<file path="config.mk">
export PLATFORM = sky130hd
export DESIGN_NAME = seg7_ctrl_gen
export DESIGN_NICKNAME = d
export VERILOG_FILES = /design/src/rtl/seg7_ctrl_gen.sv
export SDC_FILE = /design/constraint.sdc
export NUM_CORES = 1
export LEC_CHECK = 0
export ABC_AREA = 1
export BUFFER_PORTS_ARGS = -buffer_cell sky130_fd_sc_hd__buf_2
export CAP_MARGIN = 20
export CORE_ASPECT_RATIO = 0.75
export CORE_MARGIN = 2
export CORE_UTILIZATION = 54
export DETAILED_ROUTE_END_ITERATION = 12
export PLACE_DENSITY = 0.77
export REMOVE_ABC_BUFFERS = 1
export SLEW_MARGIN = 20
export SYNTH_ARGS = -nofsm -noshare
export SYNTH_HDL_FRONTEND = slang
export SYNTH_SLANG_ARGS = --single-unit
</file>
<file path="constraint.sdc">
create_clock -name CLK100 -period 2.46 [get_ports CLK100]
set_input_delay 0.492 -clock CLK100 [delete_from_list [all_inputs] [get_ports CLK100]]
set_output_delay 0.492 -clock CLK100 [all_outputs]
set_load 0.01 [all_outputs]
</file>
<file path="src/rtl/seg7_ctrl_gen.sv">
// Memory-mapped multi-digit seven-segment controller: per-digit hex/raw content,
// scan multiplexing, per-digit enable/blink, PWM brightness and a status/ID register.
module seg7_ctrl_gen #(
  parameter int N_DIG     = 8,
  parameter int SCAN_DIV  = 1000,
  parameter int BLINK_DIV = 50000000,
  parameter int BRIGHT_W  = 4
) (
  input  logic             CLK100,
  input  logic             resetn,
  input  logic             req_i,
  input  logic             we_i,
  input  logic [31:0]      addr_i,
  input  logic [31:0]      wdata_i,
  output logic [31:0]      rdata_o,
  output logic             ack_o,
  output logic             err_o,
  output logic [6:0]       seg_o,
  output logic             dp_o,
  output logic [N_DIG-1:0] an_o
);

  localparam int SCAN_W  = $clog2(SCAN_DIV);
  localparam int BLINK_W = $clog2(BLINK_DIV);
  localparam logic [SCAN_W-1:0]  SCAN_LAST  = SCAN_W'(SCAN_DIV - 1);
  localparam logic [BLINK_W-1:0] BLINK_LAST = BLINK_W'(BLINK_DIV - 1);
  localparam logic [3:0]         IDX_LAST   = 4'(N_DIG - 1);
  localparam logic [14:0]        DIG_MASK   = 15'h7F3F;

  localparam logic [11:0] A_ENABLE = 12'h100;
  localparam logic [11:0] A_BLINK  = 12'h104;
  localparam logic [11:0] A_BRIGHT = 12'h108;
  localparam logic [11:0] A_CLEAR  = 12'h10C;
  localparam logic [11:0] A_STATUS = 12'h110;

  logic [14:0]         dig_q [N_DIG];
  logic [N_DIG-1:0]    enable_q;
  logic [N_DIG-1:0]    blink_q;
  logic [BRIGHT_W-1:0] bright_q;

  logic [SCAN_W-1:0]   scan_cnt_q;
  logic [BLINK_W-1:0]  blink_cnt_q;
  logic [BRIGHT_W-1:0] pwm_q;
  logic [3:0]          idx_q;
  logic                phase_q;

  logic [31:0]         rdata_q;
  logic                ack_q;
  logic                err_q;
  logic [6:0]          seg_q;
  logic                dp_q;
  logic [N_DIG-1:0]    an_q;

  logic [11:0]         a;
  logic                dig_hit;
  logic [31:0]         rd_data;
  logic                rd_err;

  assign a       = addr_i[11:0];
  assign dig_hit = (a[1:0] == 2'b00) && (a[11:2] < 10'(N_DIG));

  logic unused_bits;
  assign unused_bits = &{1'b0, addr_i[31:12], wdata_i, 1'b0};

  always_comb begin
    rd_data = '0;
    rd_err  = 1'b0;
    if (dig_hit) begin
      for (int k = 0; k < N_DIG; k++)
        if (a[11:2] == 10'(k)) rd_data = 32'(dig_q[k]);
    end else begin
      case (a)
        A_ENABLE: rd_data = 32'(enable_q);
        A_BLINK:  rd_data = 32'(blink_q);
        A_BRIGHT: rd_data = 32'(bright_q);
        A_CLEAR:  rd_data = '0;
        A_STATUS: rd_data = {19'b0, phase_q, idx_q, 8'(N_DIG)};
        default:  rd_err  = 1'b1;
      endcase
    end
  end

  // Content of the digit currently selected by the scan
  logic [14:0]      cur_dig;
  logic             cur_en;
  logic             cur_blk;
  logic             lit;
  logic [6:0]       glyph;
  logic [6:0]       seg_next;
  logic [N_DIG-1:0] an_next;

  always_comb begin
    cur_dig = '0;
    cur_en  = 1'b0;
    cur_blk = 1'b0;
    for (int k = 0; k < N_DIG; k++) begin
      if (idx_q == 4'(k)) begin
        cur_dig = dig_q[k];
        cur_en  = enable_q[k];
        cur_blk = blink_q[k];
      end
    end
  end

  assign lit = cur_en && !(cur_blk && phase_q) && (pwm_q <= bright_q);

  always_comb begin
    an_next = '1;
    for (int k = 0; k < N_DIG; k++)
      if (lit && (idx_q == 4'(k))) an_next[k] = 1'b0;
  end

  always_comb begin
    case (cur_dig[3:0])
      4'h0: glyph = 7'h01;
      4'h1: glyph = 7'h4F;
      4'h2: glyph = 7'h12;
      4'h3: glyph = 7'h06;
      4'h4: glyph = 7'h4C;
      4'h5: glyph = 7'h24;
      4'h6: glyph = 7'h20;
      4'h7: glyph = 7'h0F;
      4'h8: glyph = 7'h00;
      4'h9: glyph = 7'h04;
      4'hA: glyph = 7'h08;
      4'hB: glyph = 7'h60;
      4'hC: glyph = 7'h31;
      4'hD: glyph = 7'h42;
      4'hE: glyph = 7'h30;
      default: glyph = 7'h38;
    endcase
  end

  assign seg_next = cur_dig[5] ? ~cur_dig[14:8] : glyph;

  always_ff @(posedge CLK100) begin
    if (!resetn) begin
      for (int k = 0; k < N_DIG; k++) dig_q[k] <= '0;
      enable_q    <= '0;
      blink_q     <= '0;
      bright_q    <= '1;
      scan_cnt_q  <= '0;
      blink_cnt_q <= '0;
      pwm_q       <= '0;
      idx_q       <= '0;
      phase_q     <= 1'b0;
      rdata_q     <= '0;
      ack_q       <= 1'b0;
      err_q       <= 1'b0;
      seg_q       <= 7'h7F;
      dp_q        <= 1'b1;
      an_q        <= '1;
    end else begin
      ack_q   <= req_i;
      err_q   <= req_i && rd_err;
      rdata_q <= (req_i && !we_i) ? rd_data : '0;

      if (req_i && we_i) begin
        if (dig_hit) begin
          for (int k = 0; k < N_DIG; k++)
            if (a[11:2] == 10'(k)) dig_q[k] <= wdata_i[14:0] & DIG_MASK;
        end
        case (a)
          A_ENABLE: enable_q <= wdata_i[N_DIG-1:0];
          A_BLINK:  blink_q  <= wdata_i[N_DIG-1:0];
          A_BRIGHT: bright_q <= wdata_i[BRIGHT_W-1:0];
          A_CLEAR: begin
            for (int k = 0; k < N_DIG; k++) dig_q[k] <= '0;
            blink_q  <= '0;
            bright_q <= '1;
            enable_q <= '1;
          end
          default: ;
        endcase
      end

      // Counters keep running through CLEAR
      pwm_q <= pwm_q + 1'b1;
      if (scan_cnt_q == SCAN_LAST) begin
        scan_cnt_q <= '0;
        idx_q      <= (idx_q == IDX_LAST) ? 4'd0 : idx_q + 4'd1;
      end else begin
        scan_cnt_q <= scan_cnt_q + 1'b1;
      end
      if (blink_cnt_q == BLINK_LAST) begin
        blink_cnt_q <= '0;
        phase_q     <= ~phase_q;
      end else begin
        blink_cnt_q <= blink_cnt_q + 1'b1;
      end

      seg_q <= seg_next;
      dp_q  <= ~cur_dig[4];
      an_q  <= an_next;
    end
  end

  assign rdata_o = rdata_q;
  assign ack_o   = ack_q;
  assign err_o   = err_q;
  assign seg_o   = seg_q;
  assign dp_o    = dp_q;
  assign an_o    = an_q;

endmodule

</file>
==> impl_metrics.tcl <==
set metrics [dict create \
    drv_cap 0 \
    portBuffers 63 \
    seq_area_frac_synth_pct 42.8 \
    utilization_pct 64.1 \
    syn2layout_area_growth_pct 16.5 \
    ios 118 \
    syn_area_mm2 0.0107 \
    wl_per_cell_um 17.7 \
    setup_slack_ns 0.157 \
    cts_tree "done" \
    die_h_um 126 \
    holdPathEnd "ack_o$_SDFF_PN0_" \
    final_cells 1822 \
    required_ns 2.86 \
    initial_utilization_pct 55.0 \
    hold_path_class "in2reg" \
    rr_startpoint "idx_q[0]$_SDFFE_PN0P_" \
    critical-path-max-stage-delay_ns 0.35 \
    clk_latency_ns 0.52 \
    synth_top_area_share_pct 28.2 \
    finalPower_mw 7.10 \
    overflow 0 \
    slew_headroom_pct 53.8 \
    worstSetupPathType "reg2reg" \
    cp-end-kind "flop" \
    placed_cells 1782 \
    status "finished clean" \
    hold-path-cell-count 3 \
    synth_top_area_cell "dfxtp_1" \
    timing.fmax_mhz 434 \
    drv_slew 0 \
    hpwlAfterDp_um 24700 \
    syn_inst 1432 \
    clockBufferDepth 3 \
    dr.pass1.iters 6 \
    cts_root_buffer "clkbuf_16" \
    finalCritPeriodShare_pct 93.6 \
    setup_viol 0 \
    critPathSlowestCell "dfxtp_2" \
    finish.net_count 1639 \
    power_density_mw_per_mm2 571 \
    cp_cell_sequence "inv_1 -> ha_1 -> nand2_2 -> buf_4 -> inv_2 -> nand2_1 -> nand4_1 -> nand2_1 -> nand2_2 -> nand2_4 -> nand2_2 -> nand3_1 -> nand3_1 -> nand2_1" \
    grt_pass1_vias 9861 \
    place.gp.congestion 0.997 \
    min_from "req_i" \
    fp.coreArea_mm2 0.0194 \
    p_leak_nw 5.20 \
    die_w_um 166 \
    ys_warn_count 0 \
    vias 10300 \
    cts_sinks 202 \
    htreeDepth 1 \
    vdd.ir_drop.worst_mv 0.493 \
    vias_per_cell 5.63 \
    drive_above_1_share_pct 17.8 \
    antennaDiodeCount 0 \
    synth_seq_cells 202 \
    worstPathArrival_ns 2.70 \
    placementRows 44 \
    hold_viol 0 \
    wirelength_um 32300 \
    start_kind "flop" \
    grt_start_max_net_pins 26 \
    dp_slack_ns 0.0803 \
    synthTopCellsByArea "dfxtp_1 (28%), edfxtp_1 (15%), nand2_1 (11%)" \
    die_area_mm2 0.0209 \
    synth-edff-count 52 \
    numCtsBuffers 21 \
    final_antenna_net_count 0 \
    timing.rr.end "seg_o[6]$_SDFF_PN1_" \
    reg2regPathDepth 14 \
    clk_pin_slew_ns 0.06 \
    setup_tns_ns 0 \
    drc 0 \
    synth_cell_types 55 \
    drt-initial-drc-count 1113 \
    path_max_fanout 7 \
    period_needed_ns 2.30 \
    finalClockSkew_ns 0.0221 \
    ys_async_sr_fraction_pct 0 \
    grt_usage_pct 30.9 \
    worst_slew_pin_slew_ns 0.690 \
    ys.flop_type "dfxtp_1" \
    antenna_found_initial 0 \
    grt_first_pass_wirelength_um 51600 \
    r2r_setup_slack_ns 0.16 \
    synth.avg_cell_area_um2 7.45 \
]
==> synthesized netlist by cell type, types with 2 or more instances <==
cell type  number
o21ai_1         8
a221oi_1        3
o21ai_2         4
o221ai_1        4
nand4_1        12
o21bai_1        8
ha_1           17
a21boi_1        2
or2_2           4
buf_4          20
nor4_4          2
a21oi_1        96
a31oi_1         6
inv_1         180
nor2_1        138
nor3b_1         7
o2111ai_1       5
o211ai_1       11
or2_0           9
nand2_4         2
nand2_1       299
nand2_2        15
edfxtp_1       52
nor3_4          2
clkbuf_1       20
a211oi_1       10
nor3_1         20
nand3_1       107
o22ai_1        27
inv_2          18
nor2_2          8
buf_2          19
a21oi_2         2
nor2_4         13
nor4_1          4
dfxtp_1       150
buf_6           7
nand3b_1        4
xnor2_1         4
o21ai_0        90
xor2_1          6
nand3_2         4
==> placed cells by master (no fill, tap or decap), types with 20 or more instances in the layout <==
master and instances:
a21oi_1 96, buf_2 63, buf_4 80, clkbuf_16 22, dfxtp_1 148, edfxtp_1 52
inv_1 180, nand2_1 296, nand3_1 104, nor2_1 137, nor3_1 20, o21ai_0 89
o22ai_1 27
==> power by group <==
part | total, mW | internal [mW] | switching [mW] | leakage (nW)
clock | 3.16 | 1.81 | 1.35 | 0.341
combinational | 0.427 | 0.139 | 0.288 | 3.16
sequential | 3.51 | 3.47 | 0.0397 | 1.71
total | 7.10 | 5.42 | 1.68 | 5.20
==> how the worst max path moves through the flow <==
stage | slack, ns | start | end | cells after the start
3_5_place_dp | 0.08 | idx_q[0]$_SDFFE_PN0P_ | seg_o[1]$_SDFF_PN1_ | 14
6_report | 0.16 | idx_q[0]$_SDFFE_PN0P_ | seg_o[6]$_SDFF_PN1_ | 14
5_1_grt | -0.02 | idx_q[1]$_SDFFE_PN0P_ | seg_o[6]$_SDFF_PN1_ | 15
4_1_cts | 0.04 | idx_q[0]$_SDFFE_PN0P_ | seg_o[1]$_SDFF_PN1_ | 14
2_1_floorplan | -0.11 | addr_i[1] | dig_q[0][0]$_SDFFCE_PN0P_ | 6
3_3_place_gp | 0.12 | idx_q[0]$_SDFFE_PN0P_ | seg_o[1]$_SDFF_PN1_ | 14
==> cell type report <==
cell class | instances | area, um^2
Timing Repair Buffer | 150 | 1060
Clock inverter | 7 | 43.8
Multi-Input combinational cell | 979 | 5050
Clock buffer | 31 | 638
Inverter | 200 | 753
Fill cell | 1745 | 6960
Tap cell | 253 | 317
Sequential cell | 202 | 4570
==> what timing repair did <==
item                       4_1_cts  5_1_grt
resized for setup                0       14
hold buffers                     0        0
setup endpoints to repair        0       15
buffers inserted                 0        2
==> critical path, delay by kind of cell, from the launching register on <==
family	cells	cell delay, ns
AND/OR/NAND/NOR	10	1.06
flip-flops	1	0.35
buffers and inverters	3	0.42
adder cells (fa/ha/maj)	1	0.32
==> metrics by stage <==
stage / hold slack [ns] / instance area (um^2)
final: 0.220 / 12400
after global routing: 0.221 / 12400
after global placement: 0.431 / 11700
after detailed placement: 0.440 / 11700
after floorplan: 0.417 / 10300
after CTS: 0.204 / 12400
==> kinds of logic (layout without fill, tap and decap cells) <==
group,Yosys count,in the layout,synth area share [%]
xor+xnor,10,10,0.821
fa+ha+maj,17,17,1.99
other cells,1,17,0.0352
compound gates,280,280,15.2
buf+inv,267,388,10.8
flops,202,202,42.8
simple gates,655,655,28.3
==> per-layer routing <==
layer,global-route usage [%],vias up,routed length (um)
li1,-,4918,-
met1,44.7,4762,14200
met2,46.9,508,13600
met3,6.98,65,3720
met4,8.11,0,775
met5,0,-,0
==> registers in the layout, indices dropped and copies added (netlist names), 4 cells and up <==
signal / flops
dig_q: 104
pwm_q: 4
enable_q: 8
blink_cnt_q: 26
blink_q: 8
seg_o: 7
an_o: 8
bright_q: 4
idx_q: 4
rdata_o: 15
scan_cnt_q: 10
(Power assumes the default switching activity.)
